==> src/rtl/serial_adder.sv <==
// Bit-serial WIDTH-bit adder: one bit pair per clock through a full_adder, LSB first.
// Define SERIAL_ADDER_OVF_EN to add the registered signed-overflow output o_ovf.

module full_adder (
  input  logic i_a,
  input  logic i_b,
  input  logic i_cin,
  output logic o_sum,
  output logic o_cout
);
  assign o_sum  = i_a ^ i_b ^ i_cin;
  assign o_cout = (i_a & i_b) | (i_cin & (i_a ^ i_b));
endmodule

module serial_adder #(
  parameter int unsigned WIDTH = 8
) (
  input  logic             i_clk,
  input  logic             i_rst,
  input  logic             i_start,
  input  logic [WIDTH-1:0] i_a,
  input  logic [WIDTH-1:0] i_b,
  input  logic             i_cin,
  output logic             o_busy,
  output logic             o_done,
  output logic [WIDTH-1:0] o_sum,
`ifdef SERIAL_ADDER_OVF_EN
  output logic             o_ovf,
`endif
  output logic             o_cout
);

  localparam int unsigned CntW = $clog2(WIDTH) + 1;
  localparam logic [CntW-1:0] LastCnt = CntW'(WIDTH - 1);

  typedef enum logic [1:0] {StIdle, StAdd, StDone} state_e;

  state_e           r_state;
  logic [WIDTH-1:0] r_sa;
  logic [WIDTH-1:0] r_sb;
  logic [WIDTH-1:0] r_ss;
  logic             r_c;
  logic [CntW-1:0]  r_cnt;
  logic             r_busy;
  logic             r_done;
  logic [WIDTH-1:0] r_sum;
  logic             r_cout;
`ifdef SERIAL_ADDER_OVF_EN
  logic             r_ovf;
`endif

  logic w_fa_sum;
  logic w_fa_cout;

  full_adder u_fa (
    .i_a    (r_sa[0]),
    .i_b    (r_sb[0]),
    .i_cin  (r_c),
    .o_sum  (w_fa_sum),
    .o_cout (w_fa_cout)
  );

  always_ff @(posedge i_clk) begin
    if (i_rst) begin
      r_state <= StIdle;
      r_sa    <= '0;
      r_sb    <= '0;
      r_ss    <= '0;
      r_c     <= 1'b0;
      r_cnt   <= '0;
      r_busy  <= 1'b0;
      r_done  <= 1'b0;
      r_sum   <= '0;
      r_cout  <= 1'b0;
`ifdef SERIAL_ADDER_OVF_EN
      r_ovf   <= 1'b0;
`endif
    end else begin
      r_done <= 1'b0;
      unique case (r_state)
        StAdd: begin
          r_ss  <= {w_fa_sum, r_ss[WIDTH-1:1]};
          r_sa  <= r_sa >> 1;
          r_sb  <= r_sb >> 1;
          r_c   <= w_fa_cout;
          r_cnt <= r_cnt + 1'b1;
          if (r_cnt == LastCnt) begin
            r_sum   <= {w_fa_sum, r_ss[WIDTH-1:1]};
            r_cout  <= w_fa_cout;
`ifdef SERIAL_ADDER_OVF_EN
            // r_c here is the carry into the MSB position.
            r_ovf   <= r_c ^ w_fa_cout;
`endif
            r_done  <= 1'b1;
            r_busy  <= 1'b0;
            r_state <= StDone;
          end
        end
        default: begin
          // StIdle and StDone both accept a new operation.
          if (i_start) begin
            r_sa    <= i_a;
            r_sb    <= i_b;
            r_c     <= i_cin;
            r_cnt   <= '0;
            r_busy  <= 1'b1;
            r_state <= StAdd;
          end else begin
            r_state <= StIdle;
          end
        end
      endcase
    end
  end

  assign o_busy = r_busy;
  assign o_done = r_done;
  assign o_sum  = r_sum;
  assign o_cout = r_cout;
`ifdef SERIAL_ADDER_OVF_EN
  assign o_ovf  = r_ovf;
`endif

endmodule

==> config.mk <==
export PLATFORM = sky130hd
export DESIGN_NAME = serial_adder
export DESIGN_NICKNAME = d
export VERILOG_FILES = /design/src/rtl/serial_adder.sv
export SDC_FILE = /design/constraint.sdc
export NUM_CORES = 1
export LEC_CHECK = 0
export CAP_MARGIN = 20
export CORE_MARGIN = 10
export CORE_UTILIZATION = 40
export DETAILED_ROUTE_END_ITERATION = 16
export PLACE_DENSITY = 0.66
export SKIP_LAST_GASP = 1
export SYNTH_ARGS = -nofsm -noshare
export SYNTH_HDL_FRONTEND = slang
export SYNTH_HIERARCHICAL = 1
export SYNTH_SLANG_ARGS = --single-unit
==> constraint.sdc <==
create_clock -name i_clk -period 1.05 [get_ports i_clk]
set_input_delay 0.21 -clock i_clk [delete_from_list [all_inputs] [get_ports i_clk]]
set_output_delay 0.21 -clock i_clk [all_outputs]
set_load 0.02 [all_outputs]
==> results of run 1 <==
[worst paths after layout]
kind	start	end	slack [ns]	cells past startpoint
setup / recovery	r_state[0]	o_sum[2]	-0.09	4
hold reg to reg	r_ss[1]	r_ss[1]	0.46	2
setup reg to reg	r_state[0]	o_sum[2]	-0.09	4
hold / removal	r_ss[1]	r_ss[1]	0.46	2
[through the flow]
stage / utilization (%) / total power [mW] / hold slack (ns)
floorplan: - / 1.93 / 0.405
global placement: 53.3 / 2.07 / 0.445
detailed placement: 53.3 / 2.09 / 0.449
CTS: 55.5 / 3.08 / 0.460
global route: 59.9 / 3.33 / 0.491
finish: 59.9 / 3.16 / 0.463
[worst register-to-register path, stage by stage (launching register included)]
cell and delay (ns):
dfxtp_2 0.33, nor2b_4 0.22, a41oi_2 0.14, buf_6 0.17
a22o_1 0.18
[per-layer routing]
metal / part of all wire, % / up-vias
met1: 43 / 627
met5: 0 / -
li1: - / 678
met3: 7.0 / 6
met2: 48 / 30
met4: 1.1 / 0
[registers in the layout (all words and copies together) (netlist names)]
name,cells
r_state,2
r_sb,8
r_c,1
r_sa,8
r_ss,7
o_busy,1
r_cnt,4
o_done,1
o_cout,1
o_sum,8
[cell usage in the layout (no fill, tap or decap)]
cell type / netlist / layout
a211oi_1: 15 / 3
a211oi_2: 1 / 13
a21oi_1: 11 / 9
a21oi_2: 0 / 2
a22o_1: 9 / 9
a31oi_1: 1 / 1
a41oi_2: 1 / 1
and3_1: 2 / 1
and3_4: 0 / 1
buf_12: 0 / 3
buf_2: 7 / 9
buf_4: 2 / 25
buf_6: 3 / 4
clkbuf_1: 2 / 3
clkbuf_16: 0 / 2
clkbuf_8: 0 / 5
clkdlybuf4s50_1: 0 / 18
dfxtp_1: 41 / 33
dfxtp_2: 0 / 8
dlygate4sd2_1: 0 / 1
fa_2: 0 / 1
ha_4: 0 / 1
inv_1: 1 / 1
mux2_4: 1 / 1
mux2i_1: 17 / 17
nand2_1: 15 / 15
nand2b_1: 2 / 1
nand2b_4: 0 / 1
nand3_1: 2 / 2
nand3b_1: 2 / 2
nor2_1: 15 / 13
nor2_2: 0 / 2
nor2b_1: 2 / 1
nor2b_4: 0 / 1
nor3_1: 2 / 2
nor3b_2: 1 / 1
o21a_1: 1 / 1
or3_1: 2 / 2
[report_power, final]
| part | internal (mW) | total (mW) | switching (mW) |
|---|---|---|---|
| registers | 1.63 | 1.67 | 0.0441 |
| logic | 0.291 | 0.509 | 0.218 |
| clock network | 0.472 | 0.974 | 0.502 |
| total | 2.39 | 3.16 | 0.764 |
[timing repair]
item	in CTS	in global routing
hold buffers	0	0
gates cloned	0	2
setup endpoints to repair	43	41
buffers inserted	3	3
gates resized for setup	53	28
pin swaps	5	7
[cells by family after synthesis]
| logic type | count (synthesis) |
|---|---|
| AOI/OAI and AO/OA | 39 |
| adders and majority gates | 2 |
| buffers and inverters | 16 |
| DFF | 41 |
| muxes | 18 |
| and+or+nand+nor | 45 |
[layout make-up]
| cell class | instances | area (µm²) |
|---|---|---|
| clock buffers | 8 | 80.1 |
| fillers | 352 | 1590 |
| inverters | 1 | 3.75 |
| multi-input cells | 104 | 825 |
| flip-flops and latches | 41 | 831 |
| well taps | 50 | 62.6 |
| repair buffers | 62 | 577 |
==> results.txt, run 1 <==
The run finished, with violations left. The checks that failed: setup timing. Buffers placed on the I/O ports in this run total 30. The final total negative setup slack came out at -1.33 ns. For this run the aggregate overflow at the end of global routing stands at 0. After synthesis the netlist holds a flip-flop and latch count of a little over 40. The number of antenna diodes in the final layout is 0. For this run, the leading register cell type out of synthesis is dfxtp_1. The achievable frequency is 878 MHz. The post-synthesis average cell area is a little over 10 µm². STA puts the critical path data required time at 1.23 ns. The post-route netlist has roughly 38% of its cells at a drive strength greater than 1.

The number of global-route vias before repair is between 1k and 1.5k. For this run, global-route usage on met3 was measured as about 5.4%. TritonCTS built the clock tree.

Sorting the synthesized cells by how often they occur yields 41 x dfxtp_1, 17 x mux2i_1, 15 x a211oi_1, 15 x nand2_1, 15 x nor2_1. The placement-stage worst setup slack is -0.369 ns. The synthesized netlist devotes 1.99% of its cell area to adder and majority cells. The gate count after technology mapping came out at 161. In the routed design, unresolved DRC markers number 0. The number of top-level design ports is 31. For this run, global-route usage on met2 was measured as roughly 17%. The total count of hold-check failures in the final report is 0. The tightest slew margin relative to the limit is between 80% and 90%. The share of the cycle needed by the critical path after routing is 109%. Across the run, the number of max-cap violations was 0. After synthesis, the largest family of logic cells by area is compound AO/OA/AOI/OAI gates. The placement-stage cell area is between 2000 and 2500 µm². The critical path is of the flip-flop to flip-flop type.

Synthesis produced a netlist with a net count of 183. The via count of the routed design came out at ~1.3k. The biggest cell delay along the critical path is 0.33 ns.

The number of flops mapped to enable cells by yosys came out at 0. In the global route stage, overall resource usage came out at about a tenth. The final critical-path required period came out at 1.14 ns.

The cell leakage power came out at slightly below 1 nW. The maximum vdd drop is 0.929 mV. Setup repair after global routing could not meet its margin everywhere. The synthesized netlist occupies a cell area of approximately 1600 µm². Grouping stages by cell kind, the critical path spends the most delay in flip-flops.

For the final database, setup skew stands at around 0.0083 ns. The path class of the tightest hold or removal check is flip-flop to flip-flop. The count of nets left with antenna violations after detail routing came out at 0. After Yosys synthesis, XOR and XNOR cells account for 0% of the synthesized area.

The number of synthesis warnings came out at 6. Of all nets on the critical path, the largest fanout is 11. The later-pin clock latency in the skew report came out at 0.29 ns. The estimated wirelength of the detail-placed design is 2530 µm.

The placed cell count is 250. The most instantiated library cell after synthesis is dfxtp_1. Power spread over the standard cell area amounts to ~1300 nW/µm². Routability-driven placement finished with a final weighted congestion of about 0.76. Dividing the detail-routed via count by the number of cells gives a little over 5. The number of core rows is 23. The slew of the pin with the lowest slew margin came out at 0.289 ns. The proportion of synthesized area in mux cells came out at 11.3%. Clock tree synthesis inserted a total of 5 buffers. The worst endpoint data arrival time is 1.32 ns.

The die height is 84.0 µm. The fraction of the yosys area taken by sequential cells came out at 50.2%. Wires add up to 3730 µm. The top cell type by area accounts for roughly half of the synthesized area. Ranked by total cell area, the synthesized netlist is headed by dfxtp_1 50%, mux2i_1 10%, a211oi_1 6.9%, a22o_1 4.8%, nand2_1 3.4%. The final count of negative-setup-slack endpoints came out at 29. The cell at the root of the clock tree is clkbuf_8. The effective utilization at floorplan is 41.2%. Yosys mapped the design onto 28 distinct sky130hd cell types. The clock sink total is between 40 and 50.

The wire length per cell after detailed routing is around 14 µm. The kind of launch point of the worst setup path is a flip-flop. The final non-filler cell area came out at 2380 µm².

In this run the horizontal extent of the chip is roughly 84 µm. Walking the worst path, the cells encountered are nor2b_4, a41oi_2, buf_6, a22o_1. STA classifies the critical path endpoint as a flip-flop. The compound-gate portion of the synthesized area is ~18%. In this run the most used layer during global routing was met2. The number of search-and-repair iterations in the first detailed-routing pass came out at 4. After synthesis, the share of flip-flops with an asynchronous set or reset is 0%. The global-route wire length before repair is around 6000 µm. The maximum level of the CTS H-tree came out at 2. The net count of the finished layout is 237. The final worst slack came out at -0.0893 ns. Entering global routing, the biggest net connects 21 pins. The sum of buffers and inverters on the critical path came out at 1.

The initial antenna violation count is 0. The area added between synthesis and finish is 45.3%. The cell type contributing the most total cell area after synthesis is dfxtp_1. The basic-gate share of the synthesized area counting and, or, nand and nor cells came out at between 10% and 20%. On the critical path, the stage with the largest delay is an instance of dfxtp_2. Global routing used 10.6% of the available met1 tracks.

The finished layout holds 266 standard cells, fillers aside. For this block, the initial DRC count from the detailed router was 35. The clock transition at the registers of the reported paths is 0.07 ns. The core region is 3970 µm². The die covers 7050 µm². The final-report max-slew violation count came out at 0. The number of buffers between clock root and the deepest sink is 2.
(Power assumes the default switching activity.)
==> run 2: changes to the inputs <==
--- a/config.mk
+++ b/config.mk
@@ -8,7 +8,9 @@
 export CAP_MARGIN = 20
 export CORE_MARGIN = 10
 export CORE_UTILIZATION = 40
+export CTS_CLUSTER_SIZE = 25
 export DETAILED_ROUTE_END_ITERATION = 16
+export GPL_TIMING_DRIVEN = 0
 export PLACE_DENSITY = 0.66
 export SKIP_LAST_GASP = 1
 export SYNTH_ARGS = -nofsm -noshare
==> results.txt, run 2 (synthesis results as in run 1) <==
The width of the chip came to 84.0 µm (unchanged). The initial detailed-routing violation count came out at 69 (+97%). The flow ran to the end, but the final reports show violations. The global-route usage over all layers is 11.2% (+1.1 points). The clock transition at the registers of the reported paths is 0.08 ns (about the same).

The worst endpoint data arrival time came out at 1.37 ns (+0.05 ns). The detailed-routed wire length on met3 was 296 µm (+13%). The count of nets left with antenna violations after detail routing came out at 0 (unchanged).

The min-delay analysis places its worst path in the category input pin to flip-flop. The initial antenna violation count came out at 0 (unchanged). The number of core rows is 23 (unchanged).

The largest fanout on the critical path is 7 (-4). The die height is 84.0 µm (unchanged). The power density relative to cell area is 1450 nW/µm² (+9.4%). The later-pin clock latency in the skew report came out at 0.30 ns (about the same).

The placement-stage worst setup slack is -0.607 ns (-0.238 ns). The effective utilization at floorplan is 41.2% (unchanged). The total overflow reported by the global router came out at 0 (unchanged). The maximum level of the CTS H-tree came out at 2 (unchanged). The share of the cycle needed by the critical path after routing came to 113% (+4.5 points). Leaving out fill and tap cells, the most frequent cell in the layout is dfxtp_1.

In the layout the commonest cells are 32 x dfxtp_1, 17 x mux2i_1, 17 x clkdlybuf4s50_1. The checks that failed: setup timing. The estimated wirelength of the detail-placed design is 2710 µm (+7.4%).

The achievable frequency is 843 MHz (-3.9%). The maximum number of pins on one net before global-route repair is 13 (-38%). The required time reported for the critical path endpoint is 1.24 ns (about the same). The number of global-route vias before repair was 1405 (+3.3%). The total count of hold-check failures in the final report came to 0 (unchanged).

The share of layout cells above drive strength 1 is 43.3% (+5.8 points). The final-report max-slew violation count is 0 (unchanged). The post-route DRC violation count came out at 0 (unchanged). The detailed-route wire length is 4280 µm (+15%). The startpoint identified for the worst hold timing path is i_start.

The number of search-and-repair iterations in the first detailed-routing pass came out at 4 (unchanged). STA classifies the critical path endpoint as a flip-flop. The area of the placeable core came out at 3970 µm² (unchanged). The area added between synthesis and finish came out at 50.5%. The reg-to-reg startpoint is r_state[0]. The maximum vdd drop came out at 0.780 mV (-16%). CTS placed an instance of clkbuf_8 at the clock tree root. The antenna cell count is 0 (unchanged). The slew of the pin with the lowest slew margin is 0.266 ns (-0.0227 ns). The number of violations of the max-capacitance limit came out at 0 (unchanged).

The worst setup path is launched from a flip-flop. The routed via count divided by cell count is 5.43 (+7.7%). Setup repair after global routing could not meet its margin everywhere. The routability-driven placement congestion ratio came out at 0.722 (-5.1%). The via count of the routed design is 1401 (+4.5%). The net count of the finished layout came out at 229 (-3.4%).

The final worst slack was -0.136 ns (-0.0468 ns). The global-route wire length before repair was 6660 µm (+10%). The cell leakage power was 0.988 nW (-0.28%).

The clock skew after layout is 0.00625 ns (-0.00204 ns). The wire length per cell after detailed routing came to 16.6 µm (+18%). The number of buffers between clock root and the deepest sink is 2 (unchanged). The count of input and output buffers is 29 (-3.3%). The placement-stage cell area came out at 2010 µm² (-5.1%).

The clock sink total is 41 (unchanged). The detailed-routed wire length on met2 came out at 2180 µm (+21%). The final count of negative-setup-slack endpoints came out at 34 (+17%). The count of hold-fix buffers inserted at cts is 0 (unchanged). The tightest slew margin relative to the limit is 82.3% (+1.5 points). The number of buffers created by CTS is 5 (unchanged). The detailed-route wire length on metal 1 was 1750 µm (+8.3%). The final critical-path required period came out at 1.19 ns (+0.0468 ns). The overall die area came out at 7050 µm² (unchanged). The final non-filler cell area came out at 2460 µm² (+3.5%). TritonCTS built the clock tree.

The number of top-level design ports came out at 31 (unchanged). The most critical setup path has its startpoint at r_state[0]. The type of the setup path with the least slack is flip-flop to flip-flop. The top metal layer carrying routed signals is met4.
[run 2: cell type report]
| type | instances | area (µm²) |
|---|---|---|
| Sequential cell | 41 | 832 |
| Tap cell | 50 | 62.6 |
| Clock buffer | 7 | 86.3 |
| Fill cell | 299 | 1510 |
| Timing Repair Buffer | 40 | 392 |
| Buffer | 14 | 165 |
| Inverter | 1 | 3.75 |
| Multi-Input combinational cell | 104 | 891 |
| Clock inverter | 1 | 30.0 |
[run 2: critical path, stage by stage, from the launching register on]
cell	delay [ns]
dfxtp_2	0.33
nor2b_4	0.14
buf_6	0.14
a41oi_4	0.13
buf_6	0.16
a22o_1	0.17
[run 2: metrics by stage]
step	utilization, %	power (mW)	hold WS (ns)	setup TNS (ns)	std cells
finish	62.0	3.57	0.307	-2.44	258
global route	62.0	3.70	0.318	-4.38	258
CTS	55.3	3.44	0.272	-2.33	252
detailed placement	50.6	2.07	0.460	-17.72	240
global placement	50.6	2.05	0.445	-16.43	240
floorplan	-	1.93	0.405	-0.788	161
[run 2: metal layers]
| metal | vias up | GRT usage, % |
|---|---|---|
| met2 | 43 | 18.0 |
| met1 | 689 | 12.6 |
| li1 | 664 | - |
| met5 | - | 0 |
| met4 | 0 | 3.35 |
| met3 | 5 | 5.57 |
[run 2: power by group]
part           switching (mW)  internal, mW
sequential             0.0513          1.63
clock                   0.550         0.775
combinational           0.251         0.316
total                   0.852          2.72
[run 2: path summary, 6_finish.rpt]
kind	end	slack, ns	depth (start not counted)
max	o_sum[4]	-0.14	5
min	r_cnt[3]	0.31	3
max reg2reg	o_sum[4]	-0.14	5
min reg2reg	r_ss[1]	0.47	2
[run 2: what timing repair did]
item                                    in CTS  in global routing
cloned                                       1                  3
endpoints found under the setup margin      48                 45
resized for setup                           71                 52
pin swaps                                    7                 23
setup buffers                                4                  3
==> run 3: changes to the inputs <==
--- a/config.mk
+++ b/config.mk
@@ -11,7 +11,7 @@
 export CTS_CLUSTER_SIZE = 25
 export DETAILED_ROUTE_END_ITERATION = 16
 export GPL_TIMING_DRIVEN = 0
-export PLACE_DENSITY = 0.66
+export PLACE_DENSITY_LB_ADDON = 0.15
 export SKIP_LAST_GASP = 1
 export SYNTH_ARGS = -nofsm -noshare
 export SYNTH_HDL_FRONTEND = slang
==> constraint.sdc (replaced) <==
create_clock -name i_clk -period 1.05 [get_ports i_clk]
set_input_delay 0.105 -clock i_clk [delete_from_list [all_inputs] [get_ports i_clk]]
set_output_delay 0.105 -clock i_clk [all_outputs]
set_load 0.02 [all_outputs]
==> results.txt, run 3 (synthesis results as in run 1) <==
The tree is rooted in a clkbuf_8. The met2 usage is 20.6% (+2.6 points). The count of hold-fix buffers inserted at cts came to 0 (unchanged). The cell leakage power came out at 0.962 nW (-2.6%).

The effective utilization at floorplan came out at 41.2% (unchanged). The maximum number of pins on one net before global-route repair is 13 (unchanged). The total overflow reported by the global router is 0 (unchanged). The number of violations of the max-capacitance limit came to 0 (unchanged). The power density relative to cell area is 1430 nW/µm² (-1.5%). The initial antenna violation count was 0 (unchanged).

The routed via count divided by cell count was 5.17 (-4.8%). The required time reported for the critical path endpoint is 1.26 ns (+0.02 ns). TritonCTS built the clock tree. The clock transition at the registers of the reported paths is 0.08 ns (about the same).

The placement-stage worst setup slack is -0.534 ns (+0.0728 ns). The critical path goes through nor2b_4, buf_6, mux2_4, a211oi_2. The later-pin clock latency in the skew report is 0.30 ns (about the same).

The final worst slack is -0.126 ns (+0.0105 ns). The count of nets left with antenna violations after detail routing is 0 (unchanged). The post-layout instance count excluding filler cells came out at 257 (-0.39%). The clock sink total was 41 (unchanged). The die height came out at 84.0 µm (unchanged). The count of input and output buffers was 29 (unchanged). The number of top-level design ports came to 31 (unchanged). The post-route DRC violation count came out at 0 (unchanged).

The detailed-route wire length is 4190 µm (-2.1%). The final core area utilization is 60.6% (-1.4 points). The worst hold path terminates at r_cnt[3]. The final critical-path required period came out at 1.18 ns (-0.0105 ns). The area added between synthesis and finish came out at 47.2%.

The worst endpoint data arrival time came out at 1.39 ns (+0.02 ns). The wire length per cell after detailed routing is 16.3 µm (-1.7%). The maximum level of the CTS H-tree came out at 2 (unchanged). The number of global-route vias before repair is 1466 (+4.3%).

The routability-driven placement congestion ratio came out at 0.726 (+0.61%). The run finished, with violations left. The global-route usage over all layers came to 12.1% (+0.87 points). The estimated wirelength of the detail-placed design is 2680 µm (-1.2%). The number of buffers created by CTS is 5 (unchanged). The total count of hold-check failures in the final report is 0 (unchanged). The register area came to 833 µm² (+0.15%). Setup repair after global routing could not meet its margin everywhere. met2 is the most crowded layer. The overall power after layout came to 3.44 mW (-3.7%). The share of layout cells above drive strength 1 came out at 43.0% (-0.27 points). The final-report max-slew violation count is 0 (unchanged). The tightest slew margin relative to the limit came out at 83.3% (+1.1 points). The number of search-and-repair iterations in the first detailed-routing pass is 4 (unchanged). The initial detailed-routing violation count came out at 35 (-49%).

The met1 usage is 13.1% (+0.45 points). The global-route met3 utilization is 5.27% (-0.29 points). The area of the multi-input gates was 890 µm² (-0.14%). The worst hold path depth is 3 (unchanged).

The maximum vdd drop came out at 1.10 mV (+41%). The critical path in this run is classified as flip-flop to flip-flop. The biggest cell delay along the critical path came out at 0.33 ns (about the same).

On the critical path, the stage with the largest delay is an instance of dfxtp_2. The startpoint identified for the worst register-to-register timing path is r_state[0]. The power spent charging and discharging nets is 0.826 mW (-3.1%). The switching fraction of total power is 24.0% (+0.15 points). The checks that failed: setup timing. The share of power burned in registers is 48.7% (+1.7 points).

The width of the chip came out at 84.0 µm (unchanged). The share of the cycle needed by the critical path after routing came out at 112% (-1.0 points). The most common cell after layout, fill and taps aside is dfxtp_1. The combinational share of power came to 15.8% (about the same).

The clock skew after layout is 0.00874 ns (+0.00249 ns). The slew of the pin with the lowest slew margin is 0.249 ns (-0.0166 ns). The antenna cell count is 0 (unchanged). The net count of the finished layout is 229 (unchanged). The overall die area came out at 7050 µm² (unchanged).

The critical register-to-register path endpoint is r_cnt[2]. The number of core rows came out at 23 (unchanged). The cell depth of the worst flop-to-flop path is 4 (-1). The total of fill cells in the finished design came out at 335 (+12%). The setup slack of the worst register-to-register path came out at -0.13 ns (about the same). The placed cell count came out at 240 (unchanged). The final count of negative-setup-slack endpoints is 31 (-8.8%).

The via count of the routed design came out at 1329 (-5.1%). The area of the placeable core is 3970 µm² (unchanged). The relative contribution of the clock network to total power came to 35.4% (-1.7 points). The startpoint identified for the worst hold timing path is i_start. The internal power summed over all cells is 2.61 mW (-3.9%). The achievable frequency is 851 MHz (+0.89%).

The global-route wire length before repair is 7020 µm (+5.5%). The critical path launch point is r_state[0]. The largest fanout on the critical path is 7 (unchanged).

The kind of launch point of the worst setup path is a flip-flop. The worst setup path is captured at a flip-flop. The min-delay analysis places its worst path in the category input pin to flip-flop. Leaving out fill and tap cells, the most frequent cells in the layout are 33 x dfxtp_1, 18 x clkdlybuf4s50_1, 17 x mux2i_1. The number of buffers between clock root and the deepest sink is 2 (unchanged).
==> run 3: cell types whose count changed in the layout (fill, tap and decap cells not counted), sizes merged <==
cell and delta:
buf -3, clkbuf -1, clkdlybuf4s15 +2, clkdlybuf4s50 +1
clkinv +1, dlygate4sd2 -1
==> run 3: what timing repair did <==
action | in CTS | in global routing
setup endpoints to repair | 48 | 48
resized for setup | 63 | 54
buffers inserted | 6 | 4
cloned | 3 | 2
pin swaps | 9 | 14
==> run 3: how the worst max path moves through the flow <==
stage / to / cells past startpoint
2_1_floorplan: o_sum[7] / 2
3_3_place_gp: r_sb[5] / 4
3_5_place_dp: r_sa[2] / 4
4_1_cts: r_sa[2] / 5
5_1_grt: o_sum[5] / 5
6_report: r_cnt[2] / 4
==> run 3: per-layer routing <==
metal / part of all wire, % / vias to the layer above
li1: - / 662
met2: 50 / 27
met1: 43 / 634
met3: 5.2 / 6
met5: 0 / -
met4: 1.6 / 0
==> run 3: worst max-delay path, delay by kind of cell (launching register included) <==
kind                   cells  cell delay (ns)
AO/OA/AOI/OAI              1             0.19
buffers and inverters      1             0.13
flip-flops                 1             0.33
multiplexers               1             0.30
AND/OR/NAND/NOR            1             0.13
==> run 3: final cells by class <==
type	instances	share of cell area, %
Clock buffer	5	2.86
Sequential cell	41	34.6
Timing Repair Buffer	44	17.9
Multi-Input combinational cell	104	36.9
Tap cell	50	2.60
Clock inverter	2	1.45
Buffer	10	3.48
Inverter	1	0.156
==> run 3: power by group through the flow <==
| stage | logic (mW) | clock network [mW] | registers (mW) |
|---|---|---|---|
| after CTS | 0.468 | 1.24 | 1.67 |
| final | 0.545 | 1.22 | 1.68 |
| after global routing | 0.588 | 1.33 | 1.69 |
| after global placement | 0.357 | 0 | 1.70 |
| after detailed placement | 0.366 | 0 | 1.71 |
| after floorplan | 0.229 | 0 | 1.70 |
==> run 3: metrics by stage <==
stage | hold slack [ns] | instance area [µm²] | setup TNS [ns]
after floorplan | 0.300 | 1660 | -0.788
after global placement | 0.451 | 2010 | -12.50
after detailed placement | 0.454 | 2010 | -13.59
after CTS | 0.203 | 2310 | -3.38
after global routing | 0.218 | 2410 | -3.57
final | 0.215 | 2410 | -2.00
